--- src/rtl/bq_out_fifo.sv ---
// Capture FIFO behind the biquad core: first-word-fall-through sample buffer
// with a sticky overflow flag and a peak-magnitude tracker.
module bq_out_fifo #(
  parameter int DW    = 16,
  parameter int DEPTH = 16,
  parameter int AW    = 4
) (
  input  logic          bq_clk_i,
  input  logic          nreset,
  input  logic          in_valid_i,
  input  logic [DW-1:0] in_data_i,
  input  logic          pop_i,
  input  logic          clr_i,
  output logic          out_valid_o,
  output logic [DW-1:0] out_data_o,
  output logic [AW:0]   level_o,
  output logic          full_o,
  output logic          empty_o,
  output logic          overflow_o,
  output logic [DW-1:0] peak_o
);

  localparam logic [AW:0]   LVL_FULL  = (AW+1)'(DEPTH);
  localparam logic [AW:0]   LVL_ZERO  = {(AW+1){1'b0}};
  localparam logic [AW:0]   LVL_ONE   = {{AW{1'b0}}, 1'b1};
  localparam logic [AW-1:0] PTR_ONE   = {{(AW-1){1'b0}}, 1'b1};
  localparam logic [DW-1:0] DATA_ZERO = {DW{1'b0}};
  localparam logic [DW-1:0] NEG_MIN   = {1'b1, {(DW-1){1'b0}}};
  localparam logic [DW-1:0] POS_MAX   = {1'b0, {(DW-1){1'b1}}};

  // Magnitude of a two's complement sample, most-negative value saturated.
  function automatic logic [DW-1:0] sat_abs(input logic [DW-1:0] x);
    logic [DW-1:0] r;
    if (!x[DW-1]) begin
      r = x;
    end else if (x == NEG_MIN) begin
      r = POS_MAX;
    end else begin
      r = ~x + {{(DW-1){1'b0}}, 1'b1};
    end
    return r;
  endfunction

  logic [DW-1:0] mem_q [DEPTH];
  logic [AW-1:0] wr_ptr_q, wr_ptr_d;
  logic [AW-1:0] rd_ptr_q, rd_ptr_d;
  logic [AW:0]   level_q, level_d;
  logic          full_q, full_d;
  logic          empty_q, empty_d;
  logic [DW-1:0] head_q, head_d;
  logic          ovf_q, ovf_d;
  logic [DW-1:0] peak_q, peak_d;
  logic          ready_q;
  logic          pop_acc_s, push_acc_s, drop_s;
  logic [DW-1:0] abs_s;

  // Handshake decode, pointer/level update and registered FWFT head selection.
  always_comb begin
    pop_acc_s  = ready_q & pop_i & ~empty_q;
    push_acc_s = ready_q & in_valid_i & (~full_q | pop_acc_s);
    drop_s     = ready_q & in_valid_i & full_q & ~pop_acc_s;
    abs_s      = sat_abs(in_data_i);

    wr_ptr_d = push_acc_s ? (wr_ptr_q + PTR_ONE) : wr_ptr_q;
    rd_ptr_d = pop_acc_s  ? (rd_ptr_q + PTR_ONE) : rd_ptr_q;

    case ({push_acc_s, pop_acc_s})
      2'b10:   level_d = level_q + LVL_ONE;
      2'b01:   level_d = level_q - LVL_ONE;
      default: level_d = level_q;
    endcase
    full_d  = (level_d == LVL_FULL);
    empty_d = (level_d == LVL_ZERO);

    // Slot under the new read pointer is being written only when the FIFO
    // would otherwise be empty, so forward the incoming sample in that case.
    if (empty_d) begin
      head_d = DATA_ZERO;
    end else if (push_acc_s && (wr_ptr_q == rd_ptr_d)) begin
      head_d = in_data_i;
    end else begin
      head_d = mem_q[rd_ptr_d];
    end

    if (drop_s) begin
      ovf_d = 1'b1;
    end else if (clr_i) begin
      ovf_d = 1'b0;
    end else begin
      ovf_d = ovf_q;
    end

    if (clr_i) begin
      peak_d = push_acc_s ? abs_s : DATA_ZERO;
    end else if (push_acc_s && (abs_s > peak_q)) begin
      peak_d = abs_s;
    end else begin
      peak_d = peak_q;
    end
  end

  // Sample storage; deliberately not reset.
  always_ff @(posedge bq_clk_i) begin
    if (push_acc_s) begin
      mem_q[wr_ptr_q] <= in_data_i;
    end
  end

  // Control and status registers; ready_q blocks transfers on the first edge after release.
  always_ff @(posedge bq_clk_i or negedge nreset) begin
    if (!nreset) begin
      wr_ptr_q <= {AW{1'b0}};
      rd_ptr_q <= {AW{1'b0}};
      level_q  <= LVL_ZERO;
      full_q   <= 1'b0;
      empty_q  <= 1'b1;
      head_q   <= DATA_ZERO;
      ovf_q    <= 1'b0;
      peak_q   <= DATA_ZERO;
      ready_q  <= 1'b0;
    end else begin
      wr_ptr_q <= wr_ptr_d;
      rd_ptr_q <= rd_ptr_d;
      level_q  <= level_d;
      full_q   <= full_d;
      empty_q  <= empty_d;
      head_q   <= head_d;
      ovf_q    <= ovf_d;
      peak_q   <= peak_d;
      ready_q  <= 1'b1;
    end
  end

  assign out_valid_o = ~empty_q;
  assign out_data_o  = head_q;
  assign level_o     = level_q;
  assign full_o      = full_q;
  assign empty_o     = empty_q;
  assign overflow_o  = ovf_q;
  assign peak_o      = peak_q;

endmodule

--- config.mk ---
export PLATFORM = sky130hd
export DESIGN_NAME = bq_out_fifo
export DESIGN_NICKNAME = d
export VERILOG_FILES = /design/src/rtl/bq_out_fifo.sv
export SDC_FILE = /design/constraint.sdc
export NUM_CORES = 1
export LEC_CHECK = 0
export BUFFER_PORTS_ARGS = -buffer_cell sky130_fd_sc_hd__buf_4
export CAP_MARGIN = 30
export CORE_MARGIN = 3
export CORE_UTILIZATION = 41
export DETAILED_ROUTE_END_ITERATION = 12
export PLACE_DENSITY_LB_ADDON = 0.25
export SLEW_MARGIN = 20
export SYNTH_ARGS = -nofsm -noshare
export SYNTH_HDL_FRONTEND = slang
export SYNTH_SLANG_ARGS = --single-unit
--- constraint.sdc ---
create_clock -name bq_clk_i -period 3.65 [get_ports bq_clk_i]
set_input_delay 0.365 -clock bq_clk_i [delete_from_list [all_inputs] [get_ports bq_clk_i]]
set_output_delay 0.365 -clock bq_clk_i [all_outputs]
set_load 0.02 [all_outputs]
-- Yosys cells after proc, flatten, opt, wreduce, memory -nomap -nowiden
Memories as Yosys holds them, arrays and structs flattened.
Cells that the tools add are included.
- register bits: 49
- bits of input ports: 21
- output and inout bits: 41
- memories: 1
- bits in writable memories: 256
- eq/ne operators: 5
- multiplexer cells: 13
- $add $sub $neg: 5
- bitwise operators: 11
- reduce and logical (&&, ||, !) cells: 5
- $lt $le $gt $ge: 1
- memories (memory ; words ; bits a word ; rd ports ; clocked after Yosys merged registers in ; write ports ; line ; text):
    mem_q ; 16 ; 16 ; 1 ; 0 ; 1 ; 44 ; logic [DW-1:0] mem_q [DEPTH];
- operator list (kind ; number):
    16-bit two-way mux ; 7
    16-bit by 1-bit adder with 16-bit output (second input constant) ; 1
    16-bit == test (second input constant) ; 1
    16-bit > comparator ; 1
    16-bit inverter ; 1
    5-bit one-hot mux with 2 select lines ; 1
    4-bit by 1-bit adder with 4-bit output (second input constant) ; 2
    1-bit AND ; 6
    5-bit by 1-bit adder with 5-bit output (second input constant) ; 1
    5-bit == test (second input constant) ; 1
    5-bit zero test ; 1
    5-bit by 1-bit subtractor with 5-bit output (second input constant) ; 1
    4-bit == test ; 1
    1-bit two-way mux ; 4
    4-bit two-way mux ; 1
    2-bit nonzero test ; 2
    1-bit inverter ; 3
    2-bit by 1-bit == test with 1-bit output (second input constant) ; 1
    2-bit == test (second input constant) ; 1
    1-bit logical AND ; 2
    1-bit OR ; 1

-- Depth between registers and ports, before layout
Gate-level depths: netlist of run 1.
- word-level depth: 8
- gate-level depth with buffers: 16
- gate-level depth less buffers: 15

-- Least setup slack after synthesis of run 1
No wires, ideal clock.
- kind: input port to flip-flop
- start: input in_data_i[6]
- end: register peak_q[15], in the netlist peak_o[15]
- stages on the path: 12
- data arrival time: 3648 ps
- slack: -123 ps
- required time: 3525 ps
- path through: or4_1 buf_2 or4_4 a221oi_2 a31oi_2 ha_1 nand4_1 or4_1 o21a_1 o32ai_1 buf_4 mux2_2
- cells in the longest elaborated chain, start to end: 7
- elaborated cells between the ends (all ways): 11
- RTL lines (element ; line ; text):
    start, declared ; 11 ; input logic [DW-1:0] in_data_i,
    16-bit inverter ; 39 ; r = ~x + {{(DW-1){1'b0}}, 1'b1};
    16-bit by 1-bit adder with 16-bit output ; 39 ;
    16-bit two-way mux ; 36 ; end else if (x == NEG_MIN) begin
    16-bit two-way mux * ; 34 ; if (!x[DW-1]) begin
    16-bit > comparator ; 95 ; end else if (push_acc_s && (abs_s > peak_q)) begin
    1-bit logical AND ; 95 ;
    2-bit nonzero test (no source line) ; - ;
    end signal, assigned ; 129 ; peak_q <= peak_d;
    end, declared ; 52 ; logic [DW-1:0] peak_q, peak_d;
Mark *: on every way between the ends. The rest lies on a longest branch, timed or not. The select of a mux whose other input is x is not followed.
A chain may end at the register's enable or synchronous reset.

-- Final worst setup path of run 1
- start: input in_data_i[4]
- end: register peak_q[15], in the netlist peak_o[15]
The elaborated chain is that of the path after synthesis.

==> results.py, run 1 <==
metrics = {
    "clocking": {
        "cts-htree-levels": 2,
        "clk_pin_slew_ns": 0.05,
        "cts_tree": "done",
        "clk_path_buf_depth": 3,
        "postCtsSetupRepairBufs": 0,
        "clk_latency_ns": 0.51,
        "cts_sinks": 305,
        "cts_inserted_buffers": 34,
        "root_buffer": "clkbuf_16",
    },
    "sta": {
        "finalHoldViolations": 0,
        "drv_slew": 0,
        "timing.hold.ws_ns": 0.155,
        "rsz0062_at_grt": "no",
        "fin_crit_sh_pct": 93.9,
        "max_freq_mhz": 292,
        "setup_tns_ns": 0,
        "layout_min_cycle_time_ns": 3.43,
        "tightest_slew_ns": 0.959,
        "finClkSkew_ns": 0.0133,
        "setup_viol": 0,
        "max_slew_margin_pct": 36.1,
    },
    "synth": {
        "synth_cell_types": 82,
        "synth_most_common_cell": "edfxtp_1",
        "syn_inst": 1109,
        "async_flop_share_pct": 16.1,
        "synth_common_cells": "edfxtp_1, mux2i_1, nand2_1",
        "synth_top_cell_by_area": "edfxtp_1",
        "netlist.area_leader.share_pct": 49.0,
        "synthTopCellsByArea": "edfxtp_1, mux2i_1, dfrtp_1, mux4_2, nand2_1",
        "seq_area_frac_synth_pct": 56.8,
        "synthesis.area_mm2": 0.0157,
        "synth-warning-count": 0,
        "synth-edff-count": 256,
        "synthFlopType": "edfxtp_1",
        "synth_area_per_cell_um2": 14.2,
        "ys_ff_latch": 305,
        "syn-num-nets": 1157,
    },
    "setup_path": {
        "max_stage_delay_ns": 0.50,
        "cp_slowest_cell": "or4_4",
        "crit_arrival_ns": 3.82,
        "critical_path.most_common_cell": "buf_4",
        "path_buf_inv": 3,
        "start_kind": "input pin",
        "cp_max_fo": 7,
        "crit_chain": "buf_4 > or4_1 > buf_4 > or4_4 > a221oi_2 > a31oi_2 > ha_1 > nand4_1 > or4_1 > o21a_1 > o32ai_4 > buf_4 > mux2_2",
        "reg2reg_depth": 11,
        "reg2reg_to": "out_data_o[5]",
        "required_ns": 4.04,
        "cp-end-kind": "register",
        "crit_family": "simple AND/OR/NAND/NOR gates",
        "reg2reg_from": "empty_o",
        "critPathKind": "input pin to register",
        "ff2ff_setup_slack_ns": 0.30,
    },
    "die": {
        "fp.dieH_um": 202,
        "ioPinCount": 62,
        "core_area_mm2": 0.0377,
        "die_w_um": 202,
        "dieArea_mm2": 0.0407,
        "initial_core_util_pct": 41.7,
        "num_rows": 71,
    },
    "power_and_ir_drop": {
        "powerDensity_mw_per_mm2": 784,
        "vdd_ir_drop_max_uv": 794,
        "p_leak_nw": 6.97,
        "intPower_mw": 9.06,
        "p_clk_share_pct": 22.2,
        "p_seq_share_pct": 31.1,
        "power.switching_mw": 5.22,
        "switching_share_pct": 36.5,
        "combPwrFrac_pct": 46.7,
    },
    "layout": {
        "nets": 1264,
        "drive_gt1_share_pct": 21.7,
        "areaGrowthSynthToFinish_pct": 16.0,
        "diodes": 0,
    },
    "grt": {
        "met1_usage_pct": 26.6,
        "grt.busiest_layer": "met2",
        "grt_util_all_layers_pct": 19.1,
        "antenna_found_initial": 1,
        "use_met3_pct": 2.78,
        "grt_pass1_vias": 9922,
        "grt_max_degree": 125,
        "overflow": 0,
        "grt_util_met2_pct": 31.8,
        "grt_pass1_wl_um": 59600,
    },
    "worst_hold_path": {
        "whs_path_depth": 2,
        "min_from": "clr_i",
        "holdPathEnd": "overflow_o",
        "min_path_type": "input pin to register",
    },
    "placed_design": {
        "port-buffer-count": 61,
        "place.gp.congestion": 0.839,
        "dp_hpwl_um": 24600,
    },
    "routing": {
        "ant_nets": 0,
        "wire_per_inst_um": 22.4,
        "dr.pass1.iters": 5,
        "drc_errors": 0,
        "wirelength_um": 39200,
        "via_count": 9917,
        "drt_iter0_markers": 709,
        "routed_via_density": 5.66,
    },
    "run_status": {
        "status": "finished clean",
    },
    "flow_run": {
        "cap_violations": 0,
    },
}
[flip-flops by register name, summed over array words and instances (netlist names)]
signal and count:
empty_o 1, full_o 1, level_o 5, mem_q 256
out_data_o 16, overflow_o 1, peak_o 16, rd_ptr_q 4
ready_q 1, wr_ptr_q 4
[cells by family (layout without fill, tap and decap cells)]
family	after synthesis	in the layout	synth area share, %
and+or+nand+nor	209	209	7.05
other	1	1	0.0239
AOI/OAI and AO/OA	160	160	7.83
adders and majority gates	27	27	2.20
xor gates and xnor gates	17	17	1.04
buffers and inverters	107	240	3.41
muxes	283	283	21.7
DFF	305	305	56.8
[worst max path at each step]
stage	from	end	slack, ns	cells after the start
after floorplan	in_data_i[6]	peak_o[15]	0.03	12
after global routing	in_data_i[4]	peak_o[15]	0.02	13
after detailed placement	in_data_i[4]	peak_o[6]	-0.29	14
after CTS	empty_o	out_data_o[5]	0.19	11
final	in_data_i[4]	peak_o[15]	0.22	13
after global placement	in_data_i[4]	peak_o[15]	-0.21	13
[cell usage in the layout, fill, tap and decap left out, types with 18 or more instances in the layout]
cell type and instances:
inv_1 34, mux2i_1 234, edfxtp_1 256, nor2b_1 21, mux4_2 45, a211oi_1 33, nand2_1 92, buf_4 135
a21oi_1 18, clkbuf_16 35, dfrtp_1 47, ha_1 24
[power by group through the flow]
stage          Clock, mW  Combinational (mW)  Sequential, mW
3_5_place_dp           0                6.67            4.50
3_3_place_gp           0                6.61            4.49
2_1_floorplan          0                4.64            4.60
5_1_grt             3.39                7.14            4.48
6_report            3.18                6.66            4.44
4_1_cts             3.25                6.70            4.44
[metrics by stage]
step	area [um2]	worst slack [ns]	cells	power [mW]	utilization (%)
floorplan	15700	0.0281	1109	9.24	-
global placement	17100	-0.212	1689	11.1	45.5
detailed placement	17200	-0.293	1690	11.2	45.5
CTS	18200	0.187	1753	14.4	48.3
global route	18200	0.0245	1753	15.0	48.3
finish	18200	0.221	1753	14.3	48.3
[what timing repair did]
item                                    4_1_cts  5_1_grt
resized for setup                             1        2
hold buffers                                  1        0
endpoints found under the setup margin       11        7
endpoints found under the hold margin        48        0
[cell type report]
| class | count | area, um2 |
|---|---|---|
| fillers | 3347 | 19500 |
| flip-flops and latches | 305 | 8920 |
| multi-input cells | 697 | 6330 |
| repair buffers | 142 | 1140 |
| clock buffers | 51 | 966 |
| well taps | 511 | 639 |
| inverters | 36 | 138 |
| clock inverters | 11 | 71.3 |
[routing by layer]
metal	vias to the layer above	routed length [um]
met5	-	0
met1	5055	17700
met3	60	1930
met4	0	884
li1	4559	-
met2	243	18700
(Power assumes the default switching activity.)
==> run 2, diff against run 1 <==
Settings changed: BUFFER_PORTS_ARGS -buffer_cell sky130_fd_sc_hd__buf_4 to unset, DONT_BUFFER_PORTS set to 1.
==> results.py, run 2 (synthesis results as in run 1) <==
metrics = {
    "run_status": {
        "status": "finished clean",
    },
    "setup_path": {
        "ff2ff_setup_slack_ns": 0.23,
        "crit_arrival_ns": 3.81,
        "required_ns": 4.05,
        "reg2reg_to": "out_data_o[2]",
        "start_kind": "register",
        "reg2reg_depth": 12,
        "cp-end-kind": "register",
        "cp_max_fo": 12,
        "critPathKind": "register to register",
        "reg2reg_from": "empty_o",
    },
    "layout": {
        "layout_common_cells": "edfxtp_1, mux2i_1, nand2_1",
        "areaGrowthSynthToFinish_pct": 13.8,
        "top_register": "mem_q",
        "drive_gt1_share_pct": 16.3,
        "largest_reg_flops": 256,
        "fin_area_mm2": 0.0179,
        "nets": 1198,
        "diodes": 0,
        "final_cells": 1687,
        "final_common_cell": "edfxtp_1",
    },
    "routing": {
        "drt_iter0_markers": 741,
        "ant_nets": 0,
        "routed_via_density": 5.72,
        "wire_per_inst_um": 23.7,
        "via_count": 9644,
        "drc_errors": 0,
        "dr.pass1.iters": 5,
        "wirelength_um": 40000,
    },
    "sta": {
        "timing.hold.ws_ns": 0.0392,
        "tightest_slew_ns": 0.987,
        "finalHoldViolations": 0,
        "rsz0062_at_grt": "no",
        "drv_slew": 0,
        "fin_crit_sh_pct": 93.6,
        "setup_viol": 0,
        "layout_min_cycle_time_ns": 3.42,
        "max_slew_margin_pct": 34.2,
        "setup_ws_ns": 0.235,
        "max_freq_mhz": 293,
        "finClkSkew_ns": 0.0117,
    },
    "clocking": {
        "root_buffer": "clkbuf_16",
        "clk_pin_slew_ns": 0.06,
        "cts_tree": "done",
        "cts_sinks": 305,
        "clk_path_buf_depth": 3,
        "clk_latency_ns": 0.52,
        "cts_inserted_buffers": 34,
        "cts-htree-levels": 2,
    },
    "placed_design": {
        "dp_hpwl_um": 23900,
        "port-buffer-count": 0,
        "placed_area_mm2": 0.0165,
        "pre_cts_ws_ns": -0.117,
        "place_inst": 1604,
        "place.gp.congestion": 0.790,
    },
    "grt": {
        "grt_pass1_vias": 9795,
        "antenna_found_initial": 5,
        "overflow": 0,
        "grt_pass1_wl_um": 60100,
        "grt_max_degree": 85,
        "grt_util_all_layers_pct": 19.6,
    },
    "power_and_ir_drop": {
        "vdd_ir_drop_max_uv": 480,
        "total_power_mw": 14.2,
        "p_leak_nw": 6.69,
        "powerDensity_mw_per_mm2": 795,
    },
    "die": {
        "fp.dieH_um": 202,
        "core_area_mm2": 0.0377,
        "initial_core_util_pct": 41.7,
        "ioPinCount": 62,
        "num_rows": 71,
        "die_w_um": 202,
        "dieArea_mm2": 0.0407,
    },
    "worst_hold_path": {
        "holdPathEnd": "out_data_o[0]",
        "min_path_type": "input pin to register",
        "min_from": "in_data_i[0]",
        "whs_path_depth": 1,
    },
    "flow_run": {
        "cap_violations": 0,
    },
}
-- run 2: layout make-up --
cell class                 count  area, um2
tap                          511        639
clock inverter                14        170
multi-input combinational    697       6330
sequential                   305       8920
timing repair buffer          76        703
clock buffer                  48        965
inverter                      36        138
fill                        3334      19800
-- run 2: routing by layer --
layer	wire length, um	part of all wire [%]	track usage [%]
met5	24	0.060	0
met4	983	2.5	5.83
met3	1820	4.6	3.56
met2	19700	49	33.4
met1	17400	44	25.8
-- run 2: worst max path at each step --
stage	start	end	depth (start not counted)	slack, ns
2_1_floorplan	in_data_i[6]	peak_o[15]	12	0.03
3_3_place_gp	in_data_i[6]	peak_o[15]	11	-0.04
3_5_place_dp	in_data_i[6]	peak_o[3]	12	-0.12
4_1_cts	empty_o	out_data_o[15]	12	0.17
5_1_grt	empty_o	out_data_o[0]	12	0.03
6_report	empty_o	out_data_o[2]	12	0.23
-- run 2: report_power, final --
group | internal, mW | switching (mW) | leakage (nW) | total [mW]
clock network | 2.07 | 1.35 | 0.552 | 3.42
logic | 2.79 | 3.33 | 3.24 | 6.12
registers | 4.16 | 0.501 | 2.90 | 4.67
total | 9.02 | 5.18 | 6.69 | 14.2
-- run 2: stage by stage --
stage / setup TNS [ns] / util, %
6_report: 0 / 47.4
3_3_place_gp: -0.0360 / 43.8
5_1_grt: 0 / 47.4
3_5_place_dp: -1.26 / 43.8
4_1_cts: 0 / 47.4
2_1_floorplan: 0 / -
-- run 2: critical path, cell delays in order, from the launching register on --
cell and delay [ns]:
dfstp_2 0.58, nand2b_1 0.20, a21oi_2 0.08, inv_1 0.18, ha_2 0.28, ha_1 0.26, or3b_1 0.36, o311a_1 0.14
a211oi_2 0.32, nand3b_2 0.19, and2b_1 0.24, buf_4 0.21, a32o_1 0.25
-- run 2: timing repair --
item / in CTS / in global routing
endpoints found under the setup margin: 0 / 12
setup buffers: 0 / 0
hold buffers: 21 / 0
hold endpoints to repair: 313 / 0
gates resized for setup: 0 / 1
